===== src/rtl/div_rem_unit.sv =====
// div_rem_unit: multi-cycle integer divide/remainder unit.
// One quotient bit per cycle using restoring radix-2 division on operand
// magnitudes, with a sign-fix cycle at the end. Divide-by-zero and signed
// overflow bypass the iteration through a single SPECIAL state.
//
//   state   | meaning
//   --------+------------------------------------------------------------
//   IDLE    | waiting for a DIV/DIVU/REM/REMU request
//   RUN     | one restoring-division step per cycle, counter counts down
//   FIX     | apply operand signs, load result with quotient or remainder
//   SPECIAL | divide-by-zero or signed overflow, load fixed result
//   DONE    | result valid, done pulse, pipeline released
module div_rem_unit #(
  parameter int XLEN = 32
) (
  input  logic            clk,
  input  logic            rst,
  input  logic            start,
  input  logic [3:0]      alucontrol,
  input  logic            signed_op,
  input  logic [XLEN-1:0] operand_a,
  input  logic [XLEN-1:0] operand_b,
  output logic            busy,
  output logic            stall,
  output logic            done,
  output logic [XLEN-1:0] result
);

  localparam int CW = $clog2(XLEN);
  localparam logic [3:0] ALU_DIV = 4'b1101;
  localparam logic [3:0] ALU_REM = 4'b1110;
  localparam logic [XLEN-1:0] MIN_NEG = {1'b1, {(XLEN-1){1'b0}}};
  localparam logic [XLEN-1:0] ALL_ONES = {XLEN{1'b1}};

  typedef enum logic [2:0] {
    S_IDLE    = 3'd0,
    S_RUN     = 3'd1,
    S_FIX     = 3'd2,
    S_SPECIAL = 3'd3,
    S_DONE    = 3'd4
  } state_t;

  state_t          state_q,   state_d;
  logic [CW-1:0]   cnt_q,     cnt_d;
  logic            op_rem_q,  op_rem_d;
  logic            neg_quo_q, neg_quo_d;
  logic            neg_rem_q, neg_rem_d;
  logic            div0_q,    div0_d;
  logic [XLEN-1:0] a_q,       a_d;
  logic [XLEN-1:0] dvd_q,     dvd_d;
  logic [XLEN-1:0] dvs_q,     dvs_d;
  logic [XLEN:0]   rem_q,     rem_d;
  logic [XLEN-1:0] result_q,  result_d;

  logic            is_div_op;
  logic            accept;
  logic            a_neg;
  logic            b_neg;
  logic [XLEN-1:0] a_mag;
  logic [XLEN-1:0] b_mag;
  logic            b_zero;
  logic            overflow;
  logic [XLEN+1:0] trial;
  logic            trial_ok;
  logic [XLEN-1:0] quo_fixed;
  logic [XLEN-1:0] rem_fixed;

  // Request decode, operand magnitudes and special-case detection
  always_comb begin
    is_div_op = (alucontrol == ALU_DIV) || (alucontrol == ALU_REM);
    accept    = start && (state_q == S_IDLE) && is_div_op;
    a_neg     = signed_op && operand_a[XLEN-1];
    b_neg     = signed_op && operand_b[XLEN-1];
    // -MIN_NEG wraps to MIN_NEG, which is the correct unsigned magnitude
    a_mag     = a_neg ? (~operand_a + 1'b1) : operand_a;
    b_mag     = b_neg ? (~operand_b + 1'b1) : operand_b;
    b_zero    = (operand_b == '0);
    overflow  = signed_op && (operand_a == MIN_NEG) && (operand_b == ALL_ONES);
  end

  // One restoring step: shift in next dividend MSB, trial-subtract divisor.
  // Top remainder bit is always 0 between steps; it is kept in the trial so
  // the full register participates.
  always_comb begin
    trial     = {rem_q, dvd_q[XLEN-1]} - {2'b00, dvs_q};
    trial_ok  = ~trial[XLEN+1];
    quo_fixed = neg_quo_q ? (~dvd_q + 1'b1) : dvd_q;
    rem_fixed = neg_rem_q ? (~rem_q[XLEN-1:0] + 1'b1) : rem_q[XLEN-1:0];
  end

  // Next-state and datapath update
  always_comb begin
    state_d   = state_q;
    cnt_d     = cnt_q;
    op_rem_d  = op_rem_q;
    neg_quo_d = neg_quo_q;
    neg_rem_d = neg_rem_q;
    div0_d    = div0_q;
    a_d       = a_q;
    dvd_d     = dvd_q;
    dvs_d     = dvs_q;
    rem_d     = rem_q;
    result_d  = result_q;

    unique case (state_q)
      S_IDLE: begin
        if (accept) begin
          op_rem_d  = (alucontrol == ALU_REM);
          neg_quo_d = a_neg ^ b_neg;
          neg_rem_d = a_neg;
          div0_d    = b_zero;
          a_d       = operand_a;
          dvd_d     = a_mag;
          dvs_d     = b_mag;
          rem_d     = '0;
          if (b_zero || overflow) begin
            state_d = S_SPECIAL;
          end else begin
            state_d = S_RUN;
            cnt_d   = CW'(XLEN - 1);
          end
        end
      end

      S_RUN: begin
        if (trial_ok) begin
          rem_d = trial[XLEN:0];
        end else begin
          rem_d = {rem_q[XLEN-1:0], dvd_q[XLEN-1]};
        end
        dvd_d = {dvd_q[XLEN-2:0], trial_ok};
        if (cnt_q == '0) begin
          state_d = S_FIX;
        end else begin
          cnt_d = cnt_q - 1'b1;
        end
      end

      S_FIX: begin
        result_d = op_rem_q ? rem_fixed : quo_fixed;
        state_d  = S_DONE;
      end

      S_SPECIAL: begin
        if (div0_q) begin
          result_d = op_rem_q ? a_q : ALL_ONES;
        end else begin
          result_d = op_rem_q ? '0 : MIN_NEG;
        end
        state_d = S_DONE;
      end

      S_DONE: begin
        state_d = S_IDLE;
      end

      default: begin
        state_d = S_IDLE;
      end
    endcase
  end

  // State and datapath registers, synchronous reset clears everything
  always_ff @(posedge clk) begin
    if (rst) begin
      state_q   <= S_IDLE;
      cnt_q     <= '0;
      op_rem_q  <= 1'b0;
      neg_quo_q <= 1'b0;
      neg_rem_q <= 1'b0;
      div0_q    <= 1'b0;
      a_q       <= '0;
      dvd_q     <= '0;
      dvs_q     <= '0;
      rem_q     <= '0;
      result_q  <= '0;
    end else begin
      state_q   <= state_d;
      cnt_q     <= cnt_d;
      op_rem_q  <= op_rem_d;
      neg_quo_q <= neg_quo_d;
      neg_rem_q <= neg_rem_d;
      div0_q    <= div0_d;
      a_q       <= a_d;
      dvd_q     <= dvd_d;
      dvs_q     <= dvs_d;
      rem_q     <= rem_d;
      result_q  <= result_d;
    end
  end

  // Status outputs decoded from the registered state; stall releases in DONE
  always_comb begin
    busy   = (state_q != S_IDLE);
    done   = (state_q == S_DONE);
    stall  = accept || (busy && !done);
    result = result_q;
  end

endmodule


===== config.mk =====
export PLATFORM = sky130hd
export DESIGN_NAME = div_rem_unit
export DESIGN_NICKNAME = d
export VERILOG_FILES = /design/src/rtl/div_rem_unit.sv
export SDC_FILE = /design/constraint.sdc
export NUM_CORES = 1
export LEC_CHECK = 0
export ABC_CLOCK_PERIOD_IN_PS = 8800
export CAP_MARGIN = 20
export CORE_ASPECT_RATIO = 0.8
export CORE_UTILIZATION = 60
export CTS_CLUSTER_SIZE = 25
export DETAILED_ROUTE_END_ITERATION = 8
export GPL_TIMING_DRIVEN = 0
export HOLD_SLACK_MARGIN = 0.15
export PLACE_DENSITY = 0.8
export SLEW_MARGIN = 40
export SYNTH_ARGS = -nofsm -noshare
export SYNTH_HDL_FRONTEND = slang
export SYNTH_SLANG_ARGS = --single-unit

===== constraint.sdc =====
create_clock -name clk -period 8.8 [get_ports clk]
set_input_delay 0.88 -clock clk [delete_from_list [all_inputs] [get_ports clk]]
set_output_delay 0.88 -clock clk [all_outputs]
set_load 0.01 [all_outputs]

==> out/qor.log <==
qor: final_layout.drive_above_1_share 2.76%
qor: logic_synthesis.postSynthNetCount 1644
qor: final_layout.layout.area.seq 0.00346 mm²
qor: timing.measured_slew_at_the_worst_slew_check_pin 0.865 ns
qor: power_and_ir_drop.report.power.total 2.09 mW
qor: worst_setup_path.end_kind flip-flop
qor: drt.detail_route.iter0.violations 1715
qor: cts.cts_buffers 17
qor: die.top_level_ports 107
qor: timing.timing.max_slew.rel_slack 41.9%
qor: cts.clk_path_buf_depth 2
qor: die.design.die.area 0.0195 mm²
qor: logic_synthesis.synth_top_flop_cell dfxtp_1
qor: place.hpwlAfterDp 30400 µm
qor: final_layout.layout.filler_cells 1535
qor: cts.cts.repair_timing.setup_buffer_count 0
qor: logic_synthesis.post_synth.cell_area_avg 7.42 µm²
qor: timing.final.setup_skew 0.0146 ns
qor: worst_setup_path.cp.arrival 5.09 ns
qor: final_layout.area_growth 17.3%
qor: cts.post_cts.resized_instances 0
qor: global_route.grt_pass1_vias 11.2k
qor: logic_synthesis.ys_seq_elements 173
qor: logic_synthesis.async_reset_ff_share 0%
qor: worst_setup_path.rr_worst_depth 12
qor: die.die_h 125 µm
qor: worst_setup_path.critical_path_buf_inv_count 2
qor: final_layout.utilization 72.8%
qor: logic_synthesis.number_of_enable_flip_flop_cells_after_synthesis 0
qor: power_and_ir_drop.leakagePower 4.88 nW
qor: final_layout.instances_no_fill 1921
qor: die.placementRows 44
qor: cts.cts.sinks 173
qor: final_layout.multi_input_comb_area 0.00734 mm²
qor: drt.routed_via_density 6.48
qor: cts.clock_tree.htree_level_count 4
qor: place.gp_congestion 1.00
qor: global_route.groute.usage.overall 40.5%
qor: global_route.grt_antenna_before_repair 0
qor: global_route.grt_first_pass_wirelength 60900 µm
qor: timing.timing_hold_violations_final 0
qor: drt.postRouteAntennaNets 0
qor: cts.tritoncts built
qor: timing.timing.final.setup_violations 0
qor: worst_setup_path.setup.worst_path.start_class flip-flop
qor: worst_hold_path.timing.hold.worst.class flip-flop to flip-flop
qor: global_route.globalRoute.totalOverflow 0
qor: drt.routed_wirelength 39600 µm
qor: drt.via_count 12.4k
qor: timing.total_negative_slack 0 ns
qor: worst_setup_path.timing.setup.critical_path_class flip-flop to flip-flop
qor: timing.final_critical_path_setup_slack 4.09 ns
qor: worst_setup_path.r2r_setup_slk 4.09 ns
qor: run_status.status complete, no violations
qor: place.placedCellCount 1890
qor: timing.hold-worst-slack 0.453 ns
qor: final_layout.fin_area 0.0133 mm²
qor: place.place_area 0.0127 mm²
qor: drt.detail_route.first_pass.iterations 6
qor: die.die_width 156 µm
qor: global_route.grt_max_degree 19
qor: die.initial_core_util 62.0%
qor: timing.final_slew_viol_count 0
qor: worst_hold_path.hold_path_depth 2
qor: worst_setup_path.crit-reg2reg-capture rem_q[4]
qor: logic_synthesis.fraction_of_the_yosys_area_taken_by_sequential_cells 30.5%
qor: timing.grt_setup_unrepaired false
qor: cts.clock_latency_at_the_later_pin_of_the_worst_skew_pair 0.44 ns
qor: die.core_area 0.0183 mm²
qor: run.cap_violations 0
qor: logic_synthesis.ys_warn_count 0
qor: power_and_ir_drop.power-per-cell-area 156 mW/mm²
qor: drt.post_drt_wl_per_cell 20.6 µm
qor: worst_setup_path.timing.critical_path.required 9.18 ns
qor: worst_setup_path.critical_path.cell_chain inv_1 > ha_1 > a21o_1 > a21oi_1 > a21boi_0 > o31ai_1 > o21ai_0 > a211oi_1 > xnor2_1 > clkbuf_1 > o2111ai_1 > nand3_1
qor: worst_setup_path.cpMaxStageDelayCell a211oi_1
qor: cts.postCtsHoldBufs 0
qor: worst_hold_path.min_from result[28]
qor: cts.clk_pin_slew 0.07 ns
qor: worst_setup_path.worst-path-max-fanout 10
qor: drt.drc_errors 0
qor: worst_setup_path.r2r_start dvs_q[3]
qor: timing.final_period_minus_worst_setup_slack 4.71 ns
qor: timing.max_clock_freq 212 MHz
qor: power_and_ir_drop.max_ir_drop_vdd 0.000124 V
qor: cts.clock_tree.root_cell clkbuf_16
qor: worst_setup_path.cp_slowest_stage_delay 0.79 ns
qor: logic_synthesis.synth_cell_type_count 67
qor: worst_setup_path.crit_family compound AO/OA/AOI/OAI gates
qor: place.detailedPlace.worstSlack 4.30 ns
qor: place.placement.io_buffers 105
qor: worst_hold_path.holdPathEnd result[28]
qor: logic_synthesis.post_synth_inst_count 1532
qor: final_layout.number_of_nets_in_the_finished_design 1768
qor: timing.fin_crit_sh 53.5%
qor: logic_synthesis.synthesis.area 0.0114 mm²
qor: final_layout.antenna_cells 0
-- registers in the layout, indices dropped and copies added, names as in the netlist --
register   count
result        32
rem_q         33
a_q           32
op_rem_q       1
div0_q         1
cnt_q          5
dvd_q         32
neg_quo_q      1
neg_rem_q      1
state_q        3
dvs_q         32
-- layout make-up --
cell class	count	share of cell area, %
plain buffers	98	2.78
clock buffers	17	3.19
clock inverters	14	1.28
inverters	54	1.52
multi-input cells	1207	55.0
flip-flops and latches	173	26.0
well taps	253	2.37
repair buffers	105	7.88
-- worst max-delay path by stage --
stage                              from    endpoint  slack [ns]  cells after the start
after global routing           dvs_q[1]    rem_q[4]        3.91                     12
after global placement    alucontrol[1]       stall        4.28                      7
after CTS                 alucontrol[1]       stall        4.29                      7
final                          dvs_q[3]    rem_q[4]        4.09                     12
after floorplan                dvd_q[8]  result[31]        5.48                     10
after detailed placement  alucontrol[1]       stall        4.30                      7
-- cells in the mapped netlist, types with 7 or more instances --
cell type / count / area share, %
o211ai_1: 15 / 0.99
a211oi_1: 29 / 1.9
nor4_1: 14 / 0.77
ha_1: 39 / 4.3
clkbuf_1: 88 / 2.9
o21ai_0: 78 / 3.4
nand4_1: 11 / 0.61
xor2_1: 79 / 6.1
nor2b_1: 8 / 0.44
a31oi_1: 11 / 0.61
or4_1: 11 / 0.73
xnor2_1: 64 / 4.9
and3_1: 9 / 0.50
a21o_1: 19 / 1.3
a32oi_1: 9 / 0.69
o21a_1: 9 / 0.59
a221oi_1: 9 / 0.69
a22oi_1: 29 / 1.9
or3_1: 16 / 0.88
and2_1: 8 / 0.44
a22o_1: 7 / 0.54
buf_1: 8 / 0.26
nor3_1: 31 / 1.4
a21oi_1: 138 / 6.1
a311oi_1: 7 / 0.54
inv_1: 54 / 1.8
nor2_1: 113 / 3.7
o31ai_1: 25 / 1.7
o41ai_1: 14 / 1.1
nand2_1: 234 / 7.7
dfxtp_1: 173 / 30
nand2b_1: 12 / 0.66
nand3_1: 93 / 4.1
-- report_power, final --
part	internal, mW	switching, mW	total, mW
clock network	0.407	0.369	0.776
registers	0.800	0.0206	0.821
logic	0.180	0.310	0.490
-- cells by family (layout without fill, tap and decap cells) --
kind of cell	after synthesis	in the layout	synth area share (%)
AO/OA/AOI/OAI	439	439	25.1
AND/OR/NAND/NOR	583	583	23.7
XOR/XNOR	143	143	11.0
buffers and inverters	152	288	5.04
multiplexers	2	2	0.176
adder cells (fa/ha/maj)	40	40	4.47
flip-flops	173	173	30.5
-- layer usage --
metal / vias to the layer above / share of wire, % / routed length, µm / global-route usage, %
met4: 0 / 2.2 / 869 / 11.3
met1: 5827 / 42 / 16600 / 58.2
li1: 5747 / - / - / -
met5: - / 0 / 0 / 0
met2: 793 / 41 / 16200 / 57.3
met3: 79 / 15 / 5960 / 13.2
-- cell usage in the layout (no fill, tap or decap), types with 64 or more instances in the layout --
cell,synthesis,routed
xnor2_1,64,64
xor2_1,79,79
clkbuf_1,88,88
nor2_1,113,113
nand3_1,93,93
clkdlybuf4s50_1,0,105
nand2_1,234,234
dfxtp_1,173,173
o21ai_0,78,78
a21oi_1,138,138
-- tightest hold or removal path: cells and delay by family, from the launching register on --
| kind | cells | cell delay (ns) |
|---|---|---|
| flops | 1 | 0.31 |
| simple gates | 1 | 0.05 |
| compound gates | 1 | 0.05 |
(Power assumes the default switching activity.)
